### src/rtl/button_pkg.sv
// Shared definitions for the button bank.
//   btn_state_t : per-channel press-tracking FSM encoding
//   cnt_width() : width of a counter that must hold 0..max_count (minimum 1 bit)
package button_pkg;

    typedef enum logic [1:0] {
        ST_IDLE  = 2'd0,   // released
        ST_PRESS = 2'd1,   // held, long threshold not yet reached
        ST_LONG  = 2'd2    // held past the long threshold
    } btn_state_t;

    // A counter compared against max_count never needs to exceed it, so
    // $clog2(max_count+1) bits suffice; a zero-bit counter is not legal.
    function automatic int cnt_width(input int max_count);
        int w;
        w = $clog2(max_count + 1);
        if (w < 1) begin
            return 1;
        end else begin
            return w;
        end
    endfunction

endpackage

### src/rtl/button_channel.sv
// One button channel: polarity fix, 2-FF synchronizer, debounce filter,
// press-tracking FSM and one-cycle event pulses.
// Ports:
//   clk           system clock, rising edge
//   rst           synchronous active-high reset
//   pb_in         raw asynchronous button level
//   debounced     accepted pressed level
//   press_pulse   one cycle, first cycle debounced shows pressed
//   release_pulse one cycle, first cycle debounced shows released
//   long_pulse    one cycle, LONG_CYCLES after press_pulse
//   repeat_pulse  one cycle, every REPEAT_CYCLES after long_pulse
module button_channel
    import button_pkg::*;
#(
    parameter int DEB_CYCLES    = 500000,
    parameter int LONG_CYCLES   = 50000000,
    parameter int REPEAT_CYCLES = 10000000,
    parameter int REPEAT_EN     = 1,
    parameter int ACTIVE_LOW    = 0
) (
    input  logic clk,
    input  logic rst,
    input  logic pb_in,
    output logic debounced,
    output logic press_pulse,
    output logic release_pulse,
    output logic long_pulse,
    output logic repeat_pulse
);

    localparam int DEB_W  = cnt_width(DEB_CYCLES - 1);
    localparam int HOLD_W = cnt_width(LONG_CYCLES - 1);
    localparam int REP_W  = cnt_width(REPEAT_CYCLES - 1);

    localparam logic [DEB_W-1:0]  DEB_LAST  = DEB_W'(DEB_CYCLES - 1);
    localparam logic [HOLD_W-1:0] HOLD_LAST = HOLD_W'(LONG_CYCLES - 1);
    localparam logic [REP_W-1:0]  REP_LAST  = REP_W'(REPEAT_CYCLES - 1);
    localparam logic              POL_INV   = (ACTIVE_LOW != 0) ? 1'b1 : 1'b0;

    logic              level_s;
    logic              sync1_r, sync2_r;
    logic [DEB_W-1:0]  deb_cnt_r, deb_cnt_s;
    logic              deb_r, deb_s;
    logic              rise_s, fall_s;
    btn_state_t        state_r, state_s;
    logic [HOLD_W-1:0] hold_r, hold_s;
    logic [REP_W-1:0]  rep_r, rep_s;
    logic              press_r, release_r, long_r, repeat_r;
    logic              long_s, repeat_s;

    // Everything downstream works in "1 = pressed" polarity.
    assign level_s = pb_in ^ POL_INV;

    // Debounce: count consecutive mismatch cycles; toggle on the last one.
    always_comb begin
        deb_cnt_s = deb_cnt_r;
        deb_s     = deb_r;
        rise_s    = 1'b0;
        fall_s    = 1'b0;
        if (sync2_r != deb_r) begin
            if (deb_cnt_r == DEB_LAST) begin
                deb_s     = ~deb_r;
                deb_cnt_s = {DEB_W{1'b0}};
                rise_s    = ~deb_r;
                fall_s    = deb_r;
            end else begin
                deb_cnt_s = deb_cnt_r + DEB_W'(1);
            end
        end else begin
            deb_cnt_s = {DEB_W{1'b0}};
        end
    end

    // Press-tracking FSM; a release always wins over long/repeat thresholds.
    always_comb begin
        state_s  = state_r;
        hold_s   = hold_r;
        rep_s    = rep_r;
        long_s   = 1'b0;
        repeat_s = 1'b0;
        if (fall_s) begin
            state_s = ST_IDLE;
            hold_s  = {HOLD_W{1'b0}};
            rep_s   = {REP_W{1'b0}};
        end else begin
            case (state_r)
                ST_IDLE: begin
                    hold_s = {HOLD_W{1'b0}};
                    rep_s  = {REP_W{1'b0}};
                    if (rise_s) begin
                        state_s = ST_PRESS;
                    end else begin
                        state_s = ST_IDLE;
                    end
                end
                ST_PRESS: begin
                    if (hold_r == HOLD_LAST) begin
                        state_s = ST_LONG;
                        long_s  = 1'b1;
                        rep_s   = {REP_W{1'b0}};
                    end else begin
                        hold_s = hold_r + HOLD_W'(1);
                    end
                end
                ST_LONG: begin
                    if (REPEAT_EN != 0) begin
                        if (rep_r == REP_LAST) begin
                            repeat_s = 1'b1;
                            rep_s    = {REP_W{1'b0}};
                        end else begin
                            rep_s = rep_r + REP_W'(1);
                        end
                    end else begin
                        rep_s = {REP_W{1'b0}};
                    end
                end
                default: begin
                    state_s = ST_IDLE;
                    hold_s  = {HOLD_W{1'b0}};
                    rep_s   = {REP_W{1'b0}};
                end
            endcase
        end
    end

    // State and output registers; reset parks the synchronizer at "released".
    always_ff @(posedge clk) begin
        if (rst) begin
            sync1_r   <= 1'b0;
            sync2_r   <= 1'b0;
            deb_cnt_r <= {DEB_W{1'b0}};
            deb_r     <= 1'b0;
            state_r   <= ST_IDLE;
            hold_r    <= {HOLD_W{1'b0}};
            rep_r     <= {REP_W{1'b0}};
            press_r   <= 1'b0;
            release_r <= 1'b0;
            long_r    <= 1'b0;
            repeat_r  <= 1'b0;
        end else begin
            sync1_r   <= level_s;
            sync2_r   <= sync1_r;
            deb_cnt_r <= deb_cnt_s;
            deb_r     <= deb_s;
            state_r   <= state_s;
            hold_r    <= hold_s;
            rep_r     <= rep_s;
            press_r   <= rise_s;
            release_r <= fall_s;
            long_r    <= long_s;
            repeat_r  <= repeat_s;
        end
    end

    assign debounced     = deb_r;
    assign press_pulse   = press_r;
    assign release_pulse = release_r;
    assign long_pulse    = long_r;
    assign repeat_pulse  = repeat_r;

endmodule

### src/rtl/button_bank.sv
// Bank of N_BTN independent debounced push-button channels.
// Ports:
//   clk, rst       system clock and synchronous active-high reset
//   pb_in          raw button levels, one bit per channel
//   debounced      accepted pressed levels
//   press_pulse, release_pulse, long_pulse, repeat_pulse
//                  one-cycle event pulses, one bit per channel
module button_bank #(
    parameter int N_BTN         = 4,
    parameter int DEB_CYCLES    = 500000,
    parameter int LONG_CYCLES   = 50000000,
    parameter int REPEAT_CYCLES = 10000000,
    parameter int REPEAT_EN     = 1,
    parameter int ACTIVE_LOW    = 0
) (
    input  logic             clk,
    input  logic             rst,
    input  logic [N_BTN-1:0] pb_in,
    output logic [N_BTN-1:0] debounced,
    output logic [N_BTN-1:0] press_pulse,
    output logic [N_BTN-1:0] release_pulse,
    output logic [N_BTN-1:0] long_pulse,
    output logic [N_BTN-1:0] repeat_pulse
);

    for (genvar i = 0; i < N_BTN; i++) begin : g_ch
        button_channel #(
            .DEB_CYCLES    (DEB_CYCLES),
            .LONG_CYCLES   (LONG_CYCLES),
            .REPEAT_CYCLES (REPEAT_CYCLES),
            .REPEAT_EN     (REPEAT_EN),
            .ACTIVE_LOW    (ACTIVE_LOW)
        ) u_ch (
            .clk           (clk),
            .rst           (rst),
            .pb_in         (pb_in[i]),
            .debounced     (debounced[i]),
            .press_pulse   (press_pulse[i]),
            .release_pulse (release_pulse[i]),
            .long_pulse    (long_pulse[i]),
            .repeat_pulse  (repeat_pulse[i])
        );
    end

endmodule

### config.mk
export PLATFORM = sky130hd
export DESIGN_NAME = button_bank
export DESIGN_NICKNAME = d
export VERILOG_FILES = /design/src/rtl/button_pkg.sv /design/src/rtl/button_channel.sv /design/src/rtl/button_bank.sv
export SDC_FILE = /design/constraint.sdc
export NUM_CORES = 1
export LEC_CHECK = 0
export CORE_ASPECT_RATIO = 1.4
export CORE_MARGIN = 5
export CORE_UTILIZATION = 63
export DETAILED_ROUTE_END_ITERATION = 12
export HOLD_SLACK_MARGIN = 0.05
export PLACE_DENSITY = 0.8
export SKIP_LAST_GASP = 1
export SYNTH_ARGS = -nofsm -noshare
export SYNTH_HDL_FRONTEND = slang
export SYNTH_SLANG_ARGS = --single-unit
export TNS_END_PERCENT = 10
### constraint.sdc
create_clock -name clk -period 2.3 [get_ports clk]
set_input_delay 0.69 -clock clk [delete_from_list [all_inputs] [get_ports clk]]
set_output_delay 0.69 -clock clk [all_outputs]
set_load 0.05 [all_outputs]
# == Word-level counts from Yosys, hierarchy flattened ==
# Cells that the tools add are included.
# totals
register_bits,312
elab_cells,192
# classes
n_addsub,12
n_reduce_logical,32
n_mux,56
n_eq_ne,32
bitwise_logic,16
# ops
cell,n
26-bit case mux with 2 select lines,4
24-bit 2-to-1 mux,8
24-bit case mux with 2 select lines,4
26-bit by 1-bit adder with 26-bit output (second input constant),4
26-bit == test (second input constant),4
26-bit 2-to-1 mux,4
24-bit by 1-bit adder with 24-bit output (second input constant),4
24-bit == test (second input constant),4
19-bit by 1-bit adder with 19-bit output (second input constant),4
19-bit == test (second input constant),4
3-bit OR reduction,12
1-bit 2-to-1 mux,28
2-bit case mux with 3 select lines,4
2-bit AND reduction,12
1-bit NOT,16
2-bit by 1-bit == test with 1-bit output (second input constant),4
2-bit == test (second input constant),4
2-bit zero test,4
2-bit 2-to-1 mux,4
2-bit by 1-bit != test with 1-bit output (second input constant),4
2-bit != test (second input constant),4
2-bit OR reduction,4
1-bit != test,4

# == Longest topological paths before layout ==
# depth
word_depth,5
mapped_depth,8
ltp_nobuf,7

# == Cells and area by module ==
# From an unflattened synthesis, not the netlist that was laid out.
# unflattened
hier_cells,1892
hier_area_um2,16079.2
# modules_own_cells
mod,instances,area_per_inst_um2,cells_per_inst
button_channel (g_ch[0].u_ch ...),2,4007.6,472
button_channel (g_ch[3].u_ch),1,4080.2,469
button_channel (g_ch[1].u_ch),1,3983.8,479

# == Least setup slack after synthesis ==
# OpenSTA, ideal clock, no wires.
# synth_path
path_type,register to register
start,register g_ch[3].u_ch.hold_r[0]
end,register g_ch[3].u_ch.rep_r[23]
setup_time_ns,0.122
synth_period_minus_slack_ns,2.133
t_arrival_ns,2.012
path_slack_ns,0.167
stages_incl_launch_ff,9
path_cell_list,dfxtp_1 ha_1 and4_1 clkbuf_1 and4_1 a41oi_2 and2_1 buf_2 a221o_1
# synth_via
elab_chain_len,2
# synth_rtl
element,line_no,text
start: declaration,button_channel.sv:46,"logic [HOLD_W-1:0] hold_r, hold_s;"
start signal: assignment,button_channel.sv:134,hold_r <= {HOLD_W{1'b0}};
start signal: assignment,button_channel.sv:146,hold_r <= hold_s;
26-bit == test,button_channel.sv:97,if (hold_r == HOLD_LAST) begin
2-bit by 1-bit != test with 1-bit output (no source line),n/a,
end signal: assignment,button_channel.sv:135,rep_r <= {REP_W{1'b0}};
end signal: assignment,button_channel.sv:147,rep_r <= rep_s;
end: declaration,button_channel.sv:47,"logic [REP_W-1:0] rep_r, rep_s;"
# Every way passes these cells.
# A chain may end at the register's enable or synchronous reset.

# == Worst setup path after layout ==
# layout_path
start,register g_ch[1].u_ch.long_r
end,output long_pulse[1]
# layout_rtl
element,line_no,text
start: declaration,button_channel.sv:48,"logic press_r, release_r, long_r, repeat_r;"
start signal: assignment,button_channel.sv:150,long_r <= long_s;
end: declaration,button_bank.sv:22,"output logic [N_BTN-1:0] long_pulse,"
# No word-level cell between the ends.

==> impl_results.md <==
- Outcome: finished, violations left
- Failing checks: negative setup slack
- Fraction of final layout cells sized beyond drive strength 1: 12.2%
- Fin crit period: 2.40 ns
- Nets: 1985
- Cell Chain, Critical Path: clkdlybuf4s50_1
- WL final: 38800 µm
- Core Area: 0.0246 mm²
- Antenna violations before repair: 0
- Worst EP required: 1.61 ns
- Mapped Cells: 1861
- Final Hold Vio Count: 0
- Full die area: 0.0281 mm²
- Post-route cell area: 0.0180 mm²
- CP Buf/Inv Count: 1
- Post-synth ARST share: 0%
- Synthesized cell area: 0.0156 mm²
- Clock latency on the worst-skew pair: 0.57 ns
- Hold WS: 0.445 ns
- Critical Path Source Type: flop
- Most frequently used flop master after synthesis: dfxtp_1
- Starting density of the core: 63.5%
- Clock tree buffer depth: 3
- Max Transition Viols Final: 0
- Post-route DRC: 0
- Netlist cell types: 82
- First drt pass iteration count: 6
- Largest net degree at the start of global routing: 29
- # rows: 68
- Critical Path Max Stage Delay: 0.81 ns
- Synthesized flop and latch total: 312
- Die W: 143 µm
- Pleak: 6.04 nW
- Setup crit end kind: output port
- Skew final: 0.00934 ns
- Pwr Density: 586 mW/mm²
- Synth Warn #: 0
- Share of the core filled with cells: 73.2%
- Peak supply drop: 668 µV
- Worst-path maximum fanout: 1
- Vias: 15100
- # setup viols final: 14
- Avg WL per Cell: 16.8 µm
- Diodes inserted: 0
- Crit path kind: reg2out
- H-tree levels: 1
- Gr usage total: 26.9%
- CTS tree: built
- Setup TNS: -0.892 ns
- Vias in the first global route: 14600
- First-pass GRT wire length: 65600 µm
- Count of input and output buffers: 25
- I/O pin count: 26
- Sink Count: 312
- Routability congestion estimate: 0.918
- Clk pin slew, worst setup/hold paths: 0.06 ns
- Syn avg cell area: 8.40 µm²
- EDFF count, synth: 0
- Relative slew margins: 55.1%
- Fmax: 0.417 GHz
- Post-Place Cell Area: 0.0170 mm²
- Post-CTS Repair Setup Buffers: 0
- Drt initial violations: 940
- Maxcap violations: 0
- Placed cells: 2249
- CP Data Arrival Time: 1.71 ns
- Finished Layout Cells: 2307
- Die height: 196 µm
- DR vias/cell: 6.54
- Remaining Overflow, GRT: 0
- Clock Tree Root: clkbuf_16
- Worst-margin pin slew: 0.668 ns
- Mapped Nets: 1879
- Worst setup margin: -0.0958 ns
- CTS Hold Bufs: 0
- Fill count: 1888
- Area delta synth->final: 15.3%
- Hold Crit Class: reg2reg
- Post-synthesis sequential area ratio: 40.0%
- Critical path's slowest cell: clkdlybuf4s50_1
- Total CTS buffers: 31
- RSZ-0062 raised after global routing: true
- Crit path max-delay family: buffers and inverters
- DPL Wire Length: 27400 µm
- Routed Antenna Nets: 0
- Final Cycle Share: 104%
-- routing by layer --
layer	up-vias	routed length [µm]	track usage, %
met1	7183	15600	31.8
li1	7261	-	-
met5	-	0	0
met3	144	1900	3.13
met4	0	1530	12.3
met2	504	19800	48.3
-- cell usage in the layout, fill, tap and decap left out, types with 14 or more instances in the layout --
cell	count
xor2_1	43
nand2b_1	20
and4_1	47
nand2_1	135
nor2_1	151
nor2b_1	19
o21ai_0	65
or3_1	61
and3_1	42
clkdlybuf4s50_1	19
nand4_1	79
or4_1	33
clkbuf_16	31
o31ai_1	21
nor4_1	30
a31oi_1	69
a22o_1	14
buf_4	145
xnor2_1	48
nand3_1	135
dfxtp_1	312
and2_1	25
a21oi_1	89
a41oi_1	14
inv_1	32
o211ai_1	19
nor3_1	61
-- sequential cells by signal (all words and copies together) (netlist names), 8 cells and up --
register             count
g_ch.u_ch.deb_cnt_r     76
g_ch.u_ch.state_r        8
g_ch.u_ch.rep_r         96
g_ch.u_ch.hold_r       104
-- power by group --
group / switching [mW] / internal (mW) / total, mW
combinational: 0.0906 / 0.0613 / 0.152
sequential: 0.00485 / 5.41 / 5.42
clock: 2.15 / 2.84 / 4.99
-- stage by stage --
step / power, mW / setup WS [ns]
final: 10.6 / -0.0958
after global routing: 10.9 / -0.135
after CTS: 10.6 / -0.198
after detailed placement: 5.68 / -0.0983
after global placement: 5.68 / -0.109
after floorplan: 5.61 / 0.167
-- final timing paths --
check | from | end | slack, ns | depth (start not counted)
max | g_ch[1].u_ch.long_pulse | long_pulse[1] | -0.1 | 1
min | g_ch[1].u_ch.sync1_r | g_ch[1].u_ch.sync2_r | 0.45 | 1
max reg2reg | g_ch[0].u_ch.deb_cnt_r[0] | g_ch[0].u_ch.hold_r[19] | 0.01 | 6
min reg2reg | g_ch[1].u_ch.sync1_r | g_ch[1].u_ch.sync2_r | 0.45 | 1
-- layout make-up --
type | instances | area (µm²) | share of cell area, %
clock buffer | 43 | 901 | 5.00
clock inverter | 15 | 108 | 0.597
inverter | 32 | 120 | 0.667
multi-input combinational | 1415 | 8790 | 48.8
sequential | 312 | 6250 | 34.7
tap | 315 | 394 | 2.19
timing repair buffer | 175 | 1450 | 8.03
-- cells in the mapped netlist, types with 32 or more instances --
cell type  instances  area share, %
dfxtp_1          312             40
nand3_1          135            4.3
nand2_1          136            3.3
o21ai_0           65            2.1
or4_1             33            1.6
or3_1             61            2.4
nor3_1            62            2.0
xor2_1            43            2.4
nand4_1           79            3.2
and4_1            47            2.6
nor2_1           151            3.6
a31oi_1           69            2.8
and3_1            42            1.7
inv_1             32           0.77
a21oi_1           92            2.9
xnor2_1           48            2.7
clkbuf_1          45            1.1
-- logic make-up (layout without fill, tap and decap cells) --
logic type / count (synthesis) / after routing / synth area share (%)
simple gates: 909 / 909 / 32.3
compound gates: 395 / 395 / 17.1
flops: 312 / 312 / 40.0
buf+inv: 134 / 265 / 4.04
xor+xnor: 91 / 91 / 5.10
fa+ha+maj: 12 / 12 / 0.961
mux: 8 / 8 / 0.513
-- what timing repair did --
item                                    4_1_cts  5_1_grt
endpoints found under the setup margin       26       92
hold endpoints to repair                      0        0
gates resized for setup                       2       11
(Power assumes the default switching activity.)
